### config.mk
export PLATFORM = sky130hd
export DESIGN_NAME = player_hand_bank
export DESIGN_NICKNAME = d
export VERILOG_FILES = /design/src/rtl/player_hand_bank.sv
export SDC_FILE = /design/constraint.sdc
export NUM_CORES = 1
export LEC_CHECK = 0
export CAP_MARGIN = 20
export CORE_MARGIN = 2
export CORE_UTILIZATION = 50
export CTS_CLUSTER_DIAMETER = 40
export CTS_CLUSTER_SIZE = 16
export DETAILED_ROUTE_END_ITERATION = 6
export GPL_TIMING_DRIVEN = 0
export HOLD_SLACK_MARGIN = 0.05
export PLACE_DENSITY = 0.74
export SLEW_MARGIN = 10
export SYNTH_ARGS = -nofsm -noshare
export SYNTH_HDL_FRONTEND = slang
export SYNTH_SLANG_ARGS = --single-unit
### constraint.sdc
create_clock -name clk -period 3.95 [get_ports clk]
set_clock_uncertainty 0.05 [all_clocks]
set_input_delay 0.395 -clock clk [delete_from_list [all_inputs] [get_ports clk]]
set_output_delay 0.395 -clock clk [all_outputs]
set_load 0.01 [all_outputs]
### src/rtl/player_hand_bank.sv
// Bank of per-player hand-head pointers with turn rotation that skips empty hands.
// The turn pointer only ever visits ids 0..NUM_PLAYERS-1; a full empty lap sets all_empty.
module player_hand_bank #(
   parameter int                NUM_PLAYERS = 4,
   parameter int                PID_W       = 2,
   parameter int                ADDR_W      = 10,
   parameter logic [ADDR_W-1:0] NULL_ADDR   = 10'h3FF
) (
   input  logic              clk,
   input  logic              resetn,
   input  logic              load,
   input  logic [PID_W-1:0]  load_id,
   input  logic [ADDR_W-1:0] load_addr,
   input  logic              start,
   input  logic              advance,
   input  logic [PID_W-1:0]  rd_id,
   output logic [ADDR_W-1:0] rd_hand,
   output logic [PID_W-1:0]  current_id,
   output logic [ADDR_W-1:0] current_hand,
   output logic              current_valid,
   output logic              busy,
   output logic              all_empty
);

   localparam int               SLOTS   = 2**PID_W;
   localparam logic [PID_W-1:0] LAST_ID = PID_W'(NUM_PLAYERS - 1);

   typedef enum logic [1:0] {IDLE, SEEK, ACTIVE} state_t;

   state_t            state_reg, state_next;
   logic [PID_W-1:0]  ptr_reg, ptr_next;
   logic [PID_W-1:0]  lap_reg, lap_next;
   logic [PID_W-1:0]  ptr_inc;
   logic              all_empty_reg, all_empty_next;
   logic              cur_null;

   logic [ADDR_W-1:0] slot_reg  [NUM_PLAYERS];
   logic [ADDR_W-1:0] slot_view [SLOTS];

   // Slot storage; out-of-range load ids match no slot and are dropped.
   always_ff @(posedge clk or negedge resetn) begin
      if (!resetn) begin
         for (int i = 0; i < NUM_PLAYERS; i++) begin
            slot_reg[i] <= NULL_ADDR;
         end
      end else if (load) begin
         for (int i = 0; i < NUM_PLAYERS; i++) begin
            if (load_id == PID_W'(i)) begin
               slot_reg[i] <= load_addr;
            end
         end
      end
   end

   // Pad the id space to a power of two so any id reads back as an empty hand.
   genvar gi;
   generate
      for (gi = 0; gi < SLOTS; gi++) begin : g_view
         if (gi < NUM_PLAYERS) begin : g_live
            assign slot_view[gi] = slot_reg[gi];
         end else begin : g_pad
            assign slot_view[gi] = NULL_ADDR;
         end
      end
   endgenerate

   assign rd_hand       = slot_view[rd_id];
   assign current_hand  = slot_view[ptr_reg];
   assign current_id    = ptr_reg;
   assign current_valid = (state_reg == ACTIVE);
   assign busy          = (state_reg == SEEK);
   assign all_empty     = all_empty_reg;

   assign cur_null = (current_hand == NULL_ADDR);
   assign ptr_inc  = (ptr_reg == LAST_ID) ? '0 : ptr_reg + PID_W'(1);

   always_ff @(posedge clk or negedge resetn) begin
      if (!resetn) begin
         state_reg     <= IDLE;
         ptr_reg       <= '0;
         lap_reg       <= '0;
         all_empty_reg <= 1'b0;
      end else begin
         state_reg     <= state_next;
         ptr_reg       <= ptr_next;
         lap_reg       <= lap_next;
         all_empty_reg <= all_empty_next;
      end
   end

   always_comb begin
      state_next     = state_reg;
      ptr_next       = ptr_reg;
      lap_next       = lap_reg;
      all_empty_next = all_empty_reg;
      if (start) begin
         state_next     = SEEK;
         ptr_next       = '0;
         lap_next       = '0;
         all_empty_next = 1'b0;
      end else begin
         case (state_reg)
            SEEK: begin
               if (!cur_null) begin
                  state_next = ACTIVE;
                  lap_next   = '0;
               end else if (lap_reg == LAST_ID) begin
                  state_next     = IDLE;
                  all_empty_next = 1'b1;
               end else begin
                  ptr_next = ptr_inc;
                  lap_next = lap_reg + PID_W'(1);
               end
            end
            ACTIVE: begin
               // A hand cleared under the current player ends the turn on its own.
               if (advance || cur_null) begin
                  state_next = SEEK;
                  ptr_next   = ptr_inc;
                  lap_next   = '0;
               end
            end
            default: ;
         endcase
      end
   end

endmodule

==> reports/summary.json <==
{
  "synth_top_cells_by_area": {"value": "dfstp_2 (42%), mux2_2 (18%), mux4_2 (11%)"},
  "synth_top_area_cell": {"value": "dfstp_2"},
  "place.gp.congestion": {"value": 0.733},
  "ys_warn_count": {"value": 0},
  "cts.repair_timing.setup_buffer_count": {"value": 0},
  "postSynthCellCount": {"value": 154},
  "clock_tree.htree_level_count": {"value": 2},
  "antenna_found_initial": {"value": 0},
  "synth_edf_count": {"value": 0},
  "run_status": {"value": "finished clean"},
  "first_pass_iters": {"value": 4},
  "criticalPathCategory": {"value": "in2out"},
  "drt-initial-drc-count": {"value": 94},
  "place.port_buffers": {"value": 40},
  "post_synth_fa_ha_maj_area_fraction": {"value": 0.999, "unit": "%"},
  "coreArea": {"value": 4790, "unit": "sq um"},
  "synth_flop_cell": {"value": "dfstp_2"},
  "drv.max_cap_violation_count": {"value": 0},
  "io_pins": {"value": 44},
  "seq_area_frac_synth": {"value": 48.9, "unit": "%"},
  "die-area": {"value": 5590, "unit": "sq um"},
  "route.final.wire_length": {"value": 5.43, "unit": "mm"},
  "synth_seq_cells": {"value": 47},
  "globalRouteTotalUtil": {"value": 21.7, "unit": "%"},
  "worst_ep_arrival_time": {"value": 2.17, "unit": "ns"},
  "cts_max_path_buffers": {"value": 2},
  "floorplan.initialDensity": {"value": 52.4, "unit": "%"},
  "total_negative_slack_for_setup_checks": {"value": 0, "unit": "ns"},
  "critical_path_peak_fanout": {"value": 10},
  "rsz0062_at_grt": {"value": "false"},
  "layout-drive-gt1-share": {"value": 52.5, "unit": "%"},
  "setup-violations-final": {"value": 0},
  "drt-vias-per-instance": {"value": 5.92},
  "synth_fp_nets": {"value": 175},
  "crit_required": {"value": 3.50, "unit": "ns"},
  "finish.net_count": {"value": 224},
  "area_added_between_synthesis_and_finish": {"value": 23.6, "unit": "%"},
  "layout_worst_path_cycle_share": {"value": 66.1, "unit": "%"},
  "start_kind": {"value": "input port"},
  "grt_first_pass_wirelength": {"value": 8.70, "unit": "mm"},
  "endpoint_kind": {"value": "primary output"},
  "route.detailed.drc": {"value": 0},
  "clock_insertion_delay_at_the_later_pin_of_the_skew_report": {"value": 0.29, "unit": "ns"},
  "cts-buffers-inserted": {"value": 5},
  "postCtsHoldBufs": {"value": 1},
  "synth-xor-area-share": {"value": 0, "unit": "%"},
  "place.detailed.hpwl": {"value": 3.88, "unit": "mm"},
  "routed-via-count": {"value": 1605},
  "via_count_of_the_first_global_routing_pass": {"value": 1687},
  "cts_root_buf": {"value": "clkbuf_8"},
  "synth_compound_gate_area_share": {"value": 3.10, "unit": "%"},
  "clkSinkCount": {"value": 47},
  "number_of_flip_flops_under_the_largest_register_name": {"value": 40},
  "cts_tree": {"value": "done"},
  "post_route_utilization": {"value": 64.7, "unit": "%"},
  "timing.fmax": {"value": 0.383, "unit": "GHz"},
  "worst_slew_pin_slew": {"value": 0.906, "unit": "ns"},
  "drt-wirelength-per-cell": {"value": 20.0, "unit": "microns"},
  "worst_slew_margin_rel": {"value": 39.6, "unit": "%"},
  "die-height": {"value": 74.8, "unit": "microns"},
  "total_leakage_power": {"value": 1.18, "unit": "nW"},
  "dominant_combinational_cell_family_by_area_after_synthesis": {"value": "multiplexers"},
  "synth_mux_area_share": {"value": 39.2, "unit": "%"},
  "cts_resized": {"value": 0},
  "yosys.cell_types.count": {"value": 32},
  "worst_ir_drop_vdd": {"value": 276, "unit": "uV"},
  "grt_start_max_net_pins": {"value": 32},
  "async_reset_ff_share": {"value": 100, "unit": "%"},
  "die_w": {"value": 74.8, "unit": "microns"},
  "mappedNetlistArea": {"value": 2510, "unit": "sq um"},
  "report.final.slew_viol_count": {"value": 0},
  "synth_largest_type_area_fraction": {"value": 41.9, "unit": "%"},
  "final_hold_vio_count": {"value": 0},
  "grt-ovfl-total": {"value": 0},
  "num_antenna_cells": {"value": 0},
  "powerDensity": {"value": 507, "unit": "nW/um^2"},
  "worst_setup_hold_path_clk_slew": {"value": 0.08, "unit": "ns"},
  "final_antenna_net_count": {"value": 0},
  "min_period": {"value": 2.61, "unit": "ns"},
  "synthSimpleGateAreaFrac": {"value": 5.39, "unit": "%"},
  "fp-row-count": {"value": 25},
  "syn_avg_cell_area": {"value": 16.3, "unit": "sq um"},
  "worstHoldPathType": {"value": "reg2reg"}
}
-- layer usage --
metal | wire length, microns | track usage (%)
met1 | 2430 | 29.7
met2 | 2740 | 36.0
met3 | 185 | 4.28
met4 | 74 | 5.95
met5 | 0 | 0
-- worst paths after layout --
kind,start,end,slack (ns),cells past startpoint
max,rd_id[0],rd_hand[7],1.34,3
min,lap_reg[0],lap_reg[0],0.44,1
max reg2reg,current_id[0],current_id[0],1.55,6
min reg2reg,lap_reg[0],lap_reg[0],0.44,1
max in group asynchronous,resetn,slot_reg[10],2.76,3
min in group asynchronous,resetn,lap_reg[1],0.53,2
-- layout by cell type (no fill, tap or decap), types with 3 or more instances in the layout --
cell,synthesis,final
mux4_2,12,12
mux4_1,8,8
clkbuf_8,1,6
nand2_1,4,4
mux2_2,40,40
clkdlybuf4s50_1,0,39
mux2i_1,3,3
inv_1,3,3
dfstp_2,40,40
clkbuf_1,4,6
nand3b_1,3,3
dfrtp_1,7,7
-- area by class of cell --
type                            count  area (sq um)
Multi-Input combinational cell     96          1220
Clock buffer                        7          76.3
Inverter                            3          11.3
Clock inverter                      1          5.00
Timing Repair Buffer               42           425
Sequential cell                    47          1230
Fill cell                         343          1690
Buffer                              8          47.5
Tap cell                           67          83.8
-- worst max-delay path, stage by stage --
cell and delay (ns):
clkbuf_1 0.66, mux4_2 0.61, clkdlybuf4s50_1 0.50
-- synth_stat cells (3+ instances only) --
master / n
dfstp_2: 40
mux2_2: 40
mux4_2: 12
mux4_1: 8
dfrtp_1: 7
clkbuf_1: 4
nand2_1: 4
inv_1: 3
mux2i_1: 3
nand3b_1: 3
-- through the flow --
stage	setup WS (ns)	hold WS, ns	cells	area (sq um)	power [mW]
floorplan	1.69	0.0494	154	2510	1.03
global placement	1.25	0.415	261	2990	1.28
detailed placement	1.28	0.293	262	3010	1.31
CTS	1.27	0.432	271	3100	1.59
global route	1.20	0.445	271	3100	1.66
finish	1.34	0.443	271	3100	1.57
-- report_power, final --
part           leakage, nW  internal [mW]  switching, mW  total (mW)
logic                0.628          0.360          0.242       0.602
clock network       0.0422          0.124          0.149       0.273
registers            0.510          0.626         0.0699       0.696
-- cell families (layout without fill, tap and decap cells) --
kind of cell,after synthesis,after routing
mux,65,65
flops,47,47
simple gates,19,19
buf+inv,11,61
compound gates,10,10
fa+ha+maj,2,2
Power figures use the tool's default switching activity.
